[src/rtl/brq_pkg.sv]
// Shared types and constants for the branch resolve queue.
package brq_pkg;

    localparam int BRQ_XLEN       = 32;
    localparam int BRQ_IDX_W      = 5;
    localparam int BRQ_INSN_BYTES = 4;

    typedef struct packed {
        logic [BRQ_XLEN-1:0]  pc;
        logic                 pred_taken;
        logic [BRQ_XLEN-1:0]  pred_target;
        logic [BRQ_IDX_W-1:0] index;
    } brq_entry_t;

    typedef enum logic {
        RUN     = 1'b0,
        RECOVER = 1'b1
    } brq_state_e;

endpackage

[src/rtl/brq_fifo.sv]
// Circular buffer of branch entries with push, pop, whole-queue clear and occupancy count.
module brq_fifo
    import brq_pkg::*;
#(
    parameter int DEPTH = 4
) (
    input  logic                     i_clk,
    input  logic                     i_reset,
    input  logic                     i_push,
    input  brq_entry_t               i_push_data,
    input  logic                     i_pop,
    input  logic                     i_clear,
    output brq_entry_t               o_head,
    output logic [$clog2(DEPTH):0]   o_count,
    output logic                     o_full,
    output logic                     o_empty
);

    localparam int PTR_W = $clog2(DEPTH);

    brq_entry_t           mem_q [DEPTH];
    brq_entry_t           mem_d [DEPTH];
    logic [PTR_W-1:0]     head_q, head_d, tail_q, tail_d;
    logic [PTR_W:0]       count_q, count_d;

    always_comb begin
        mem_d   = mem_q;
        head_d  = head_q;
        tail_d  = tail_q;
        count_d = count_q;
        // Clear wins: the caller never pushes or pops in a clear cycle.
        if (i_clear) begin
            head_d  = tail_q;
            count_d = '0;
        end else begin
            if (i_push) begin
                mem_d[tail_q] = i_push_data;
                tail_d        = tail_q + 1'b1;
            end
            if (i_pop) begin
                head_d = head_q + 1'b1;
            end
            case ({i_push, i_pop})
                2'b10:   count_d = count_q + 1'b1;
                2'b01:   count_d = count_q - 1'b1;
                default: count_d = count_q;
            endcase
        end
    end

    always_ff @(posedge i_clk) begin
        if (i_reset) begin
            head_q  <= '0;
            tail_q  <= '0;
            count_q <= '0;
        end else begin
            head_q  <= head_d;
            tail_q  <= tail_d;
            count_q <= count_d;
        end
        mem_q <= mem_d;
    end

    assign o_head  = mem_q[head_q];
    assign o_count = count_q;
    assign o_full  = (count_q == (PTR_W+1)'(DEPTH));
    assign o_empty = (count_q == '0);

endmodule

[src/rtl/branch_resolve_queue.sv]
// In-order queue of gshare predictions resolved against execute; emits training updates and flushes.
// Optional statistics counters are built when BRQ_STATS_EN is defined.
module branch_resolve_queue
    import brq_pkg::*;
#(
    parameter int DEPTH = 4,
    parameter int XLEN  = BRQ_XLEN,
    parameter int IDX_W = BRQ_IDX_W
) (
    input  logic                   i_clk,
    input  logic                   i_reset,
    input  logic                   i_push_valid,
    input  logic [XLEN-1:0]        i_push_pc,
    input  logic                   i_push_pred_taken,
    input  logic [XLEN-1:0]        i_push_pred_target,
    input  logic [IDX_W-1:0]       i_push_index,
    output logic                   o_push_ready,
    input  logic                   i_res_valid,
    input  logic                   i_res_taken,
    input  logic [XLEN-1:0]        i_res_target,
    output logic                   o_res_ready,
    output logic                   o_update_valid,
    output logic [IDX_W-1:0]       o_update_index,
    output logic                   o_update_taken,
    output logic                   o_flush,
    output logic [XLEN-1:0]        o_redirect_pc,
    output logic [$clog2(DEPTH):0] o_count,
    output logic [31:0]            o_stat_branches,
    output logic [31:0]            o_stat_mispred
);

    brq_state_e       state_q, state_d;
    brq_entry_t       head, push_data;
    logic             full, empty, push_fire, res_fire, mispred;
    logic [XLEN-1:0]  correct_pc;
    logic             update_valid_q, update_valid_d, update_taken_q, update_taken_d;
    logic             flush_q, flush_d;
    logic [IDX_W-1:0] update_index_q, update_index_d;
    logic [XLEN-1:0]  redirect_pc_q, redirect_pc_d;

    assign push_data = '{pc: i_push_pc, pred_taken: i_push_pred_taken,
                         pred_target: i_push_pred_target, index: i_push_index};

    assign o_push_ready = (state_q == RUN) && !full;
    assign o_res_ready  = (state_q == RUN) && !empty;
    assign push_fire    = i_push_valid && o_push_ready;
    assign res_fire     = i_res_valid && o_res_ready;
    assign mispred      = res_fire && ((i_res_taken != head.pred_taken) ||
                                       (i_res_taken && (i_res_target != head.pred_target)));
    assign correct_pc   = i_res_taken ? i_res_target : head.pc + XLEN'(BRQ_INSN_BYTES);

    // A push alongside a mispredict is on the wrong path and is dropped.
    brq_fifo #(.DEPTH(DEPTH)) u_fifo (
        .i_clk       (i_clk),
        .i_reset     (i_reset),
        .i_push      (push_fire && !mispred),
        .i_push_data (push_data),
        .i_pop       (res_fire && !mispred),
        .i_clear     (mispred),
        .o_head      (head),
        .o_count     (o_count),
        .o_full      (full),
        .o_empty     (empty)
    );

    always_comb begin
        state_d        = RUN;
        update_valid_d = res_fire;
        update_index_d = res_fire ? head.index : '0;
        update_taken_d = res_fire && i_res_taken;
        flush_d        = mispred;
        redirect_pc_d  = mispred ? correct_pc : '0;
        if (state_q == RUN && mispred) state_d = RECOVER;
    end

    always_ff @(posedge i_clk) begin
        if (i_reset) begin
            state_q        <= RUN;
            update_valid_q <= 1'b0;
            update_index_q <= '0;
            update_taken_q <= 1'b0;
            flush_q        <= 1'b0;
            redirect_pc_q  <= '0;
        end else begin
            state_q        <= state_d;
            update_valid_q <= update_valid_d;
            update_index_q <= update_index_d;
            update_taken_q <= update_taken_d;
            flush_q        <= flush_d;
            redirect_pc_q  <= redirect_pc_d;
        end
    end

    assign o_update_valid = update_valid_q;
    assign o_update_index = update_index_q;
    assign o_update_taken = update_taken_q;
    assign o_flush        = flush_q;
    assign o_redirect_pc  = redirect_pc_q;

`ifdef BRQ_STATS_EN
    logic [31:0] stat_branches_q, stat_branches_d, stat_mispred_q, stat_mispred_d;

    always_comb begin
        stat_branches_d = stat_branches_q + {31'd0, res_fire};
        stat_mispred_d  = stat_mispred_q + {31'd0, mispred};
    end

    always_ff @(posedge i_clk) begin
        if (i_reset) begin
            stat_branches_q <= '0;
            stat_mispred_q  <= '0;
        end else begin
            stat_branches_q <= stat_branches_d;
            stat_mispred_q  <= stat_mispred_d;
        end
    end

    assign o_stat_branches = stat_branches_q;
    assign o_stat_mispred  = stat_mispred_q;
`else
    assign o_stat_branches = '0;
    assign o_stat_mispred  = '0;
`endif

endmodule

[config.mk]
export PLATFORM = sky130hd
export DESIGN_NAME = branch_resolve_queue
export DESIGN_NICKNAME = d
export VERILOG_FILES = /design/src/rtl/brq_pkg.sv /design/src/rtl/brq_fifo.sv /design/src/rtl/branch_resolve_queue.sv
export SDC_FILE = /design/constraint.sdc
export NUM_CORES = 1
export LEC_CHECK = 0
export CAP_MARGIN = 0
export CORE_MARGIN = 3
export CORE_UTILIZATION = 49
export CTS_CLUSTER_DIAMETER = 30
export DETAILED_ROUTE_END_ITERATION = 8
export GPL_ROUTABILITY_DRIVEN = 0
export PLACE_DENSITY = 0.77
export SETUP_SLACK_MARGIN = 0.02
export SLEW_MARGIN = 10
export SYNTH_ARGS = -nofsm -noshare
export SYNTH_HDL_FRONTEND = slang
export SYNTH_HIERARCHICAL = 1
export SYNTH_SLANG_ARGS = --single-unit
[constraint.sdc]
create_clock -name i_clk -period 4.7 [get_ports i_clk]
set_input_delay 0.94 -clock i_clk [delete_from_list [all_inputs] [get_ports i_clk]]
set_output_delay 0.94 -clock i_clk [all_outputs]
set_load 0.005 [all_outputs]
== Yosys cells after proc, flatten, opt, wreduce, memory -nomap -nowiden ==
Cells that the tools add are included.

* Register bits after elaboration: 328
* Input port bits: 107
* Output and inout bits: 109
* Word-level logic and storage cells: 76

* $add $sub $neg: 5
* Reduce and logical (&&, ||, !) cells: 22
* Eq/ne operators: 5
* Mux-type cells: 11
* Bitwise operators: 5
* $lt $le $gt $ge: 3

{| class="wikitable"
|+ Operator list
! cell !! count
|-
| bitwise mux 280 bit || 1
|-
| 2-to-1 mux 70 bit || 3
|-
| binary-select mux 70 bit (select 2 bit) || 1
|-
| demux 70 bit (select 2 bit) || 1
|-
| adder 32 x 3 -> 32 bit (second input constant) || 1
|-
| 2-to-1 mux 32 bit || 1
|-
| inequality test 32 bit || 1
|-
| logical AND 1 bit || 11
|-
| >= comparator 3 bit (second input constant) || 2
|-
| inverter 2 -> 3 bit || 2
|-
| case mux 3 bit (2 select lines) || 1
|-
| OR reduction 2 bit || 3
|-
| adder 2 x 1 -> 2 bit (second input constant) || 2
|-
| 2-to-1 mux 2 bit || 2
|-
| nonzero test 2 bit || 2
|-
| adder 3 x 1 -> 3 bit (second input constant) || 1
|-
| == test 3 bit (second input constant) || 1
|-
| logical NOT 1 bit || 3
|-
| logical NOT 3 bit || 1
|-
| < comparator 3 x 1 -> 1 bit (second input constant) || 1
|-
| inverter 1 bit || 3
|-
| subtractor 3 x 1 -> 3 bit (second input constant) || 1
|-
| == test 2 x 1 -> 1 bit (second input constant) || 1
|-
| == test 2 bit (second input constant) || 1
|-
| other kinds (4) || 4
|}

== Logic depth before layout (Yosys ltp) ==
Gate-level depths: netlist (run 1).

* Depth in word-level cells: 12
* Depth in mapped cells: 15
* Mapped depth without buffers: 13

== Modules after synthesis ==
The synthesis (run 1) kept the hierarchy.

{| class="wikitable"
|+ Modules (own cells, without submodules)
! module !! cells an instance !! sequential area each (um^2) !! area an instance (um^2) !! times used
|-
| brq_fifo || 413 || 8548.2 || 10600.2 || 1
|-
| branch_resolve_queue || 357 || 820.8 || 2986.6 || 1
|}

== Worst setup path before layout (run 1) ==
OpenSTA, ideal clock, no wires.

* Path type: reg2reg
* Start point: register u_fifo.head_q[0]
* End point: register u_fifo/mem_q[0] in the netlist's numbering (enable)
* Slack: -0.336 ns
* Arrival time: 4.600 ns
* Library setup time: 0.436 ns
* Path buffers: 4
* Stages on the path, launching flop included: 13
* Data required time: 4.264 ns
* Clock period less this slack: 5.036 ns
* Path through: dfxtp_1 -> buf_6 -> buf_12 -> mux4_2 -> xor2_1 -> nor4_1 -> nand4_1 -> nor4_4 -> buf_2 -> nor3_1 -> buf_2 -> and2b_1 -> and2_1

{| class="wikitable"
|+ RTL lines
! element !! RTL line !! text
|-
| start: declaration || brq_fifo.sv:23 || <nowiki>logic [PTR_W-1:0] head_q, head_d, tail_q, tail_d;</nowiki>
|-
| start signal: assignment || brq_fifo.sv:53 || <nowiki>head_q <= '0;</nowiki>
|-
| start signal: assignment || brq_fifo.sv:57 || <nowiki>head_q <= head_d;</nowiki>
|-
| end signal: assignment || brq_fifo.sv:61 || <nowiki>mem_q <= mem_d;</nowiki>
|-
| end: declaration || brq_fifo.sv:21 || <nowiki>brq_entry_t mem_q [DEPTH];</nowiki>
|}

==> results of run 1 <==
-- flip-flops by register name, indices dropped and copies added, names as in the netlist --
register,count
state_q,1
u_fifo/tail_q,2
o_update_taken,1
o_redirect_pc,32
o_update_index,5
u_fifo/o_count,3
u_fifo/mem_q,280
o_flush,1
o_update_valid,1
u_fifo/head_q,2
-- synthesized netlist by cell type (all sizes together), types with 2 or more instances --
cell	number	share of area, %
nor4	13	0.80
nor3	41	1.5
nand4	12	0.60
a21oi	6	0.22
xnor2	14	0.90
a31oi	5	0.23
inv	15	0.41
ha	6	0.55
nand2	9	0.25
a41oi	3	0.19
o31ai	11	0.61
nor2	17	0.47
xor2	36	2.3
nand2b	11	0.51
o21ai	3	0.11
edfxtp	280	62
and2	11	0.51
and4b	3	0.22
mux4	70	12
o21a	2	0.11
mux2i	15	1.1
and4	7	0.45
clkbuf	11	0.32
buf	85	5.1
a211oi	3	0.17
and3	6	0.28
dfxtp	48	7.1
nand3	10	0.37
nand3b	2	0.11
a21boi	2	0.11
-- metal layers --
layer / wire length [um] / vias to the layer above / global-route usage [%]
met3: 2528 / 63 / 4.393
met2: 14590 / 423 / 31.83
li1: - / 3338 / -
met4: 1085 / 0 / 8.111
met5: 0 / - / 0
met1: 12590 / 3848 / 28.81
-- worst max-delay path: stages (launching register included) --
cell and delay, ns:
sky130_fd_sc_hd__dfxtp_4 0.59, sky130_fd_sc_hd__buf_4 0.28, sky130_fd_sc_hd__mux4_2 0.57, sky130_fd_sc_hd__xor2_1 0.18
sky130_fd_sc_hd__nor4_1 0.31, sky130_fd_sc_hd__nand4_1 0.19, sky130_fd_sc_hd__nor4_4 0.40, sky130_fd_sc_hd__buf_4 0.29
sky130_fd_sc_hd__o31a_1 0.18, sky130_fd_sc_hd__and2b_1 0.26, sky130_fd_sc_hd__and2_2 0.40, sky130_fd_sc_hd__buf_4 0.32
-- cell type report --
type | instances | area (sq um) | area share [%]
antenna | 2 | 5.005 | 0.02900
clock buffer | 65 | 1455 | 8.432
clock inverter | 39 | 434.2 | 2.516
inverter | 15 | 56.30 | 0.3263
multi-input combinational | 394 | 3667 | 21.25
sequential | 328 | 9374 | 54.32
tap | 372 | 465.4 | 2.697
timing repair buffer | 176 | 1799 | 10.43
-- stage by stage --
| step | hold WS (ns) | cell area [sq um] | instances | util, % |
|---|---|---|---|---|
| after global routing | 0.6087 | 17260 | 1391 | 63.68 |
| after detailed placement | 0.5619 | 15360 | 1285 | 56.69 |
| final | 0.5791 | 17260 | 1391 | 63.68 |
| after CTS | 0.5692 | 17250 | 1389 | 63.66 |
| after global placement | 0.5461 | 15360 | 1285 | 56.69 |
| after floorplan | 0.4966 | 13830 | 833 | - |
-- cell families after synthesis --
group	count (synthesis)
compound gates	42
xor+xnor	50
fa+ha+maj	7
buf+inv	111
flops	328
mux	85
other cells	1
simple gates	146
-- where the power goes --
| group | switching, mW | internal (mW) |
|---|---|---|
| logic | 1.36 | 1.13 |
| registers | 0.163 | 3.70 |
| clock network | 1.35 | 2.61 |
-- how the worst max path moves through the flow --
stage	end	slack (ns)	cells past startpoint	startpoint
2_1_floorplan	u_fifo/mem_q[0]	0.43	12	u_fifo/head_q[0]
3_3_place_gp	u_fifo/mem_q[48]	0.36	10	i_res_target[28]
3_5_place_dp	u_fifo/mem_q[45]	0.26	10	i_res_target[28]
4_1_cts	u_fifo/mem_q[48]	0.33	11	u_fifo/head_q[0]
5_1_grt	u_fifo/mem_q[41]	0.19	11	u_fifo/head_q[0]
6_report	u_fifo/mem_q[48]	0.39	11	u_fifo/head_q[0]
==> results.ini, run 1 <==
[worst_setup_path]
reg2reg_to=u_fifo/mem_q[48]
crit-reg2reg-launch=u_fifo/head_q[0]
ff2ff_setup_slack_ns=0.39
critPathArrivalTime_ns=4.55
critPathKind=flip-flop to flip-flop
crit_path_end_kind=flip-flop
cp-start-kind=flip-flop
cp_max_fo=19
rr_worst_depth=11
worstPathRequired_ns=4.94

[cells_and_area]
design.final.nets=1084
area.growth.synth_to_final_pct=27.01
drive_gt1_share_pct=19.27
layout_common_cells=280 x sky130_fd_sc_hd__edfxtp_1, 151 x sky130_fd_sc_hd__clkdlybuf4s50_1, 69 x sky130_fd_sc_hd__mux4_2, 64 x sky130_fd_sc_hd__conb_1, 56 x sky130_fd_sc_hd__clkbuf_16
layout.filler_cells=1868
mostFrequentLayoutCell=sky130_fd_sc_hd__edfxtp_1

[floorplan]
initial_utilization_pct=50.13
core_area_sq_um=27100
die_height_um=172.5
num_rows=60
floorplan.die.width_um=172.5
floorplan.die_area_sq_um=29760
ios=216

[drt]
routedWlPerCell_um=22.14
routed-via-count=7672
drtAntennaViolNets=0
routed_wirelength_um=30790
detail_route.drc_violations=0
detailedRoute.firstPassIterationCount=5
drtIter0Drc=756
viasPerCell=5.515

[synth]
synthAdderAreaFrac_pct=0.6999
synthXorXnorAreaFrac_pct=3.223
synth_async_sr_flop_share_pct=0
synth_edf_count=280
synth_simple_gate_area_share_pct=6.281
yosysWarnings=6
synth_area_per_cell_sq_um=17.65
synth_mux_area_share_pct=12.74
yosysSeqAreaShare_pct=68.96
postSynthCellCount=770
synth_cell_types=54
postSynthRegisterBits=328
synth_top_family_by_area=multiplexers
mappedNetlistArea_sq_um=13590
synth_flop_cell=sky130_fd_sc_hd__edfxtp_1
synth_compound_gate_area_share_pct=2.219

[power]
power.density_nw_per_um2=597.4
peakVddDrop_mv=0.3773
finalPower_mw=10.31
power_leakage_nw=5.854

[global_route]
grt_remaining_overflow=0
largest_net_degree_at_the_start_of_global_routing=46
grt_first_pass_wirelength_um=46910
grt_antenna_before_repair=2
grt_util_all_layers_pct=20.53
first_global_vias=7778

[clock_tree]
post-cts-setup-buffers=0
path_clk_slew_ns=0.05
clock_tree.buffer_depth=3
cts.sink_count=328
cts_made_buffers=55
tritoncts=done
post_cts_resized=0
clock_latency_at_the_later_pin_of_the_worst_skew_pair_ns=0.55
deepest_level_of_the_cts_h_tree=2
cts_root_buf=sky130_fd_sc_hd__clkbuf_16
cts_hold_repair.buffers=0

[timing]
worst_pin_slew_ns=0.8111
report.final.setup_viol=0
max_freq_mhz=232.0
final_slew_viol_count=0
unrepaired_setup_endpoints_after_global_routing=false
fin_ws_ns=0.3896
max-slew-margin-rel_pct=45.73
fin_setup_tns_ns=0
final-hold-violation-count=0
period_needed_ns=4.310
finalCritPeriodShare_pct=91.71
finClkSkew_ns=0.02347

[run]
cap_violations=0

[outcome]
outcome=finished clean

[placed_design]
port_buffers=151
dp_slack_ns=0.2647
dpl.hpwl_um=20780

[min_path]
hold_path_startpoint=u_fifo/tail_q[1]
worst_hold_path.endpoint=u_fifo/tail_q[1]
holdPathStages=2
hold_path.class=flip-flop to flip-flop

(Power assumes the default switching activity.)
==> inputs of run 2 (changes only) <==
Settings changed: RECOVER_POWER from default to 50.
==> results.ini, run 2 (synthesized netlist as in run 1, its figures left out) <==
[outcome]
outcome=finished clean

[floorplan]
floorplan.die.width_um=172.5  ; unchanged
floorplan.die_area_sq_um=29760  ; unchanged
die_height_um=172.5  ; unchanged
core_area_sq_um=27100  ; unchanged
initial_utilization_pct=50.13  ; unchanged
ios=216  ; unchanged
num_rows=60  ; unchanged

[drt]
routed_wirelength_um=30840  ; +0.14%
routedWlPerCell_um=22.14  ; about the same
routed-via-count=7683  ; +0.14%
drtIter0Drc=701  ; -7.3%
detailedRoute.firstPassIterationCount=5  ; unchanged
drtAntennaViolNets=0  ; unchanged
viasPerCell=5.515  ; about the same
detail_route.drc_violations=0  ; unchanged

[worst_setup_path]
critPathArrivalTime_ns=4.58  ; +0.03 ns
critical_path.max_stage_delay_ns=0.59  ; about the same
cp-start-kind=flip-flop
cp-startpoint=u_fifo/head_q[0]
worstPathRequired_ns=4.94  ; about the same
ff2ff_setup_slack_ns=0.36  ; -0.03 ns
critPathSlowestCell=sky130_fd_sc_hd__dfxtp_4
critPathKind=flip-flop to flip-flop
crit_path_cell_trace=buf_4 -> mux4_2 -> xor2_1 -> nor4_1 -> nand4_1 -> nor4_4 -> buf_4 -> o31a_1 -> and2b_1 -> and2_2 -> buf_4
crit-reg2reg-launch=u_fifo/head_q[0]
crit_top_cell=sky130_fd_sc_hd__buf_4
crit_path_end_kind=flip-flop
cp_max_fo=19  ; unchanged

[min_path]
hold_path_startpoint=u_fifo/tail_q[1]
hold_path.class=flip-flop to flip-flop

[cells_and_area]
design.final.nets=1084  ; unchanged
mostFrequentLayoutCell=sky130_fd_sc_hd__edfxtp_1
top_register=u_fifo/mem_q
fin_area_sq_um=17260  ; about the same
drive_gt1_share_pct=19.27  ; unchanged
area.growth.synth_to_final_pct=27.05  ; about the same
layout.filler_cells=1869  ; +0.054%
largest_register_ff_count=280  ; unchanged
layout_common_cells=280 x sky130_fd_sc_hd__edfxtp_1, 110 x sky130_fd_sc_hd__dlygate4sd3_1, 69 x sky130_fd_sc_hd__mux4_2, 64 x sky130_fd_sc_hd__conb_1, 56 x sky130_fd_sc_hd__clkbuf_16

[clock_tree]
cts_root_buf=sky130_fd_sc_hd__clkbuf_16
tritoncts=done
cts.sink_count=328  ; unchanged
post-cts-setup-buffers=0  ; unchanged
deepest_level_of_the_cts_h_tree=2  ; unchanged
path_clk_slew_ns=0.05  ; about the same
clock_latency_at_the_later_pin_of_the_worst_skew_pair_ns=0.55  ; about the same
post_cts_resized=0  ; unchanged
cts_made_buffers=55  ; unchanged
cts_hold_repair.buffers=0  ; unchanged
clock_tree.buffer_depth=3  ; unchanged

[power]
internal_power_mw=7.406  ; -0.34%
net_switching_component_of_the_power_mw=2.887  ; +0.28%
netSwitchingFraction_pct=28.05  ; +0.13 points
power.sequential.fraction_pct=37.5  ; about the same
power.density_nw_per_um2=596.2  ; -0.20%
power_leakage_nw=6.003  ; +2.5%
power.share.clock_pct=38.5  ; about the same
comb_power_share_pct=24.0  ; about the same
peakVddDrop_mv=0.3771  ; about the same

[placed_design]
placed_area_sq_um=15360  ; unchanged
port_buffers=151  ; unchanged
dp_slack_ns=0.2647  ; unchanged
dpl.hpwl_um=20780  ; unchanged

[run]
cap_violations=0  ; unchanged

[timing]
period_needed_ns=4.343  ; +0.03231 ns
finalCritPeriodShare_pct=92.40  ; +0.69 points
worst_pin_slew_ns=0.8709  ; +0.05985 ns
final-hold-violation-count=0  ; unchanged
max_freq_mhz=230.3  ; -0.74%
finClkSkew_ns=0.02261  ; -0.0008639 ns
max-slew-margin-rel_pct=41.72  ; -4.0 points
fin_ws_ns=0.3573  ; -0.03231 ns
unrepaired_setup_endpoints_after_global_routing=false
final_slew_viol_count=0  ; unchanged
fin_setup_tns_ns=0  ; unchanged
report.final.setup_viol=0  ; unchanged

[global_route]
largest_net_degree_at_the_start_of_global_routing=46  ; unchanged
first_global_vias=7778  ; unchanged
grt_antenna_before_repair=7  ; +5
grt_first_pass_wirelength_um=46910  ; unchanged
grt_remaining_overflow=0  ; unchanged
grt_util_all_layers_pct=20.53  ; unchanged

## run 2: cell count changes in the layout (fill, tap and decap cells not counted), sizes merged
cell	delta
clkdlybuf4s50	-110
diode	+2
dlygate4sd3	+110
## run 2: per-stage QoR
stage / utilization (%) / total power [mW] / hold WS (ns) / cells
after floorplan: - / 5.604 / 0.4966 / 833
after global placement: 56.69 / 6.325 / 0.5461 / 1285
after detailed placement: 56.69 / 6.385 / 0.5619 / 1285
after CTS: 63.66 / 10.39 / 0.5692 / 1389
after global routing: 63.69 / 10.71 / 0.6087 / 1393
final: 63.69 / 10.29 / 0.5808 / 1393
## run 2: final cells by class
cell class | instances | area (sq um) | area share [%]
flip-flops and latches | 328 | 9374 | 54.31
multi-input cells | 394 | 3667 | 21.25
repair buffers | 176 | 1799 | 10.42
clock buffers | 65 | 1455 | 8.430
well taps | 372 | 465.4 | 2.696
clock inverters | 39 | 434.2 | 2.515
inverters | 15 | 56.30 | 0.3262
diodes | 4 | 10.01 | 0.05799
## run 2: worst paths after layout
check | end | cells past startpoint
max reg2reg | u_fifo/mem_q[48] | 11
min | u_fifo/tail_q[1] | 2
max | u_fifo/mem_q[48] | 11
min reg2reg | u_fifo/tail_q[1] | 2
## run 2: metal layers
layer | up-vias | track usage [%] | wire (um)
met2 | 418 | 31.83 | 14630
met3 | 67 | 4.393 | 2512
met4 | 6 | 8.111 | 1031
met1 | 3856 | 28.81 | 12630
li1 | 3336 | - | -
met5 | - | 0 | 33
## run 2: worst max-delay path: cells and delay by family, from the launching register on
| family | cells | cell delay, ns |
|---|---|---|
| xor+xnor | 1 | 0.18 |
| buf+inv | 3 | 0.89 |
| simple gates | 5 | 1.57 |
| compound gates | 1 | 0.18 |
| mux | 1 | 0.58 |
| flops | 1 | 0.59 |
## run 2: power by group through the flow
stage	logic, mW	clock network (mW)	registers [mW]
4_1_cts	2.51	4.02	3.87
2_1_floorplan	1.77	0	3.84
3_3_place_gp	2.44	0	3.89
3_5_place_dp	2.47	0	3.91
6_report	2.47	3.96	3.86
5_1_grt	2.65	4.16	3.90
==> inputs of run 3 (changes only) <==
Settings changed: SKIP_LAST_GASP from default to 1.
==> results of run 3 <==
The final DEF is identical to that of run 2; final timing and power are the same.
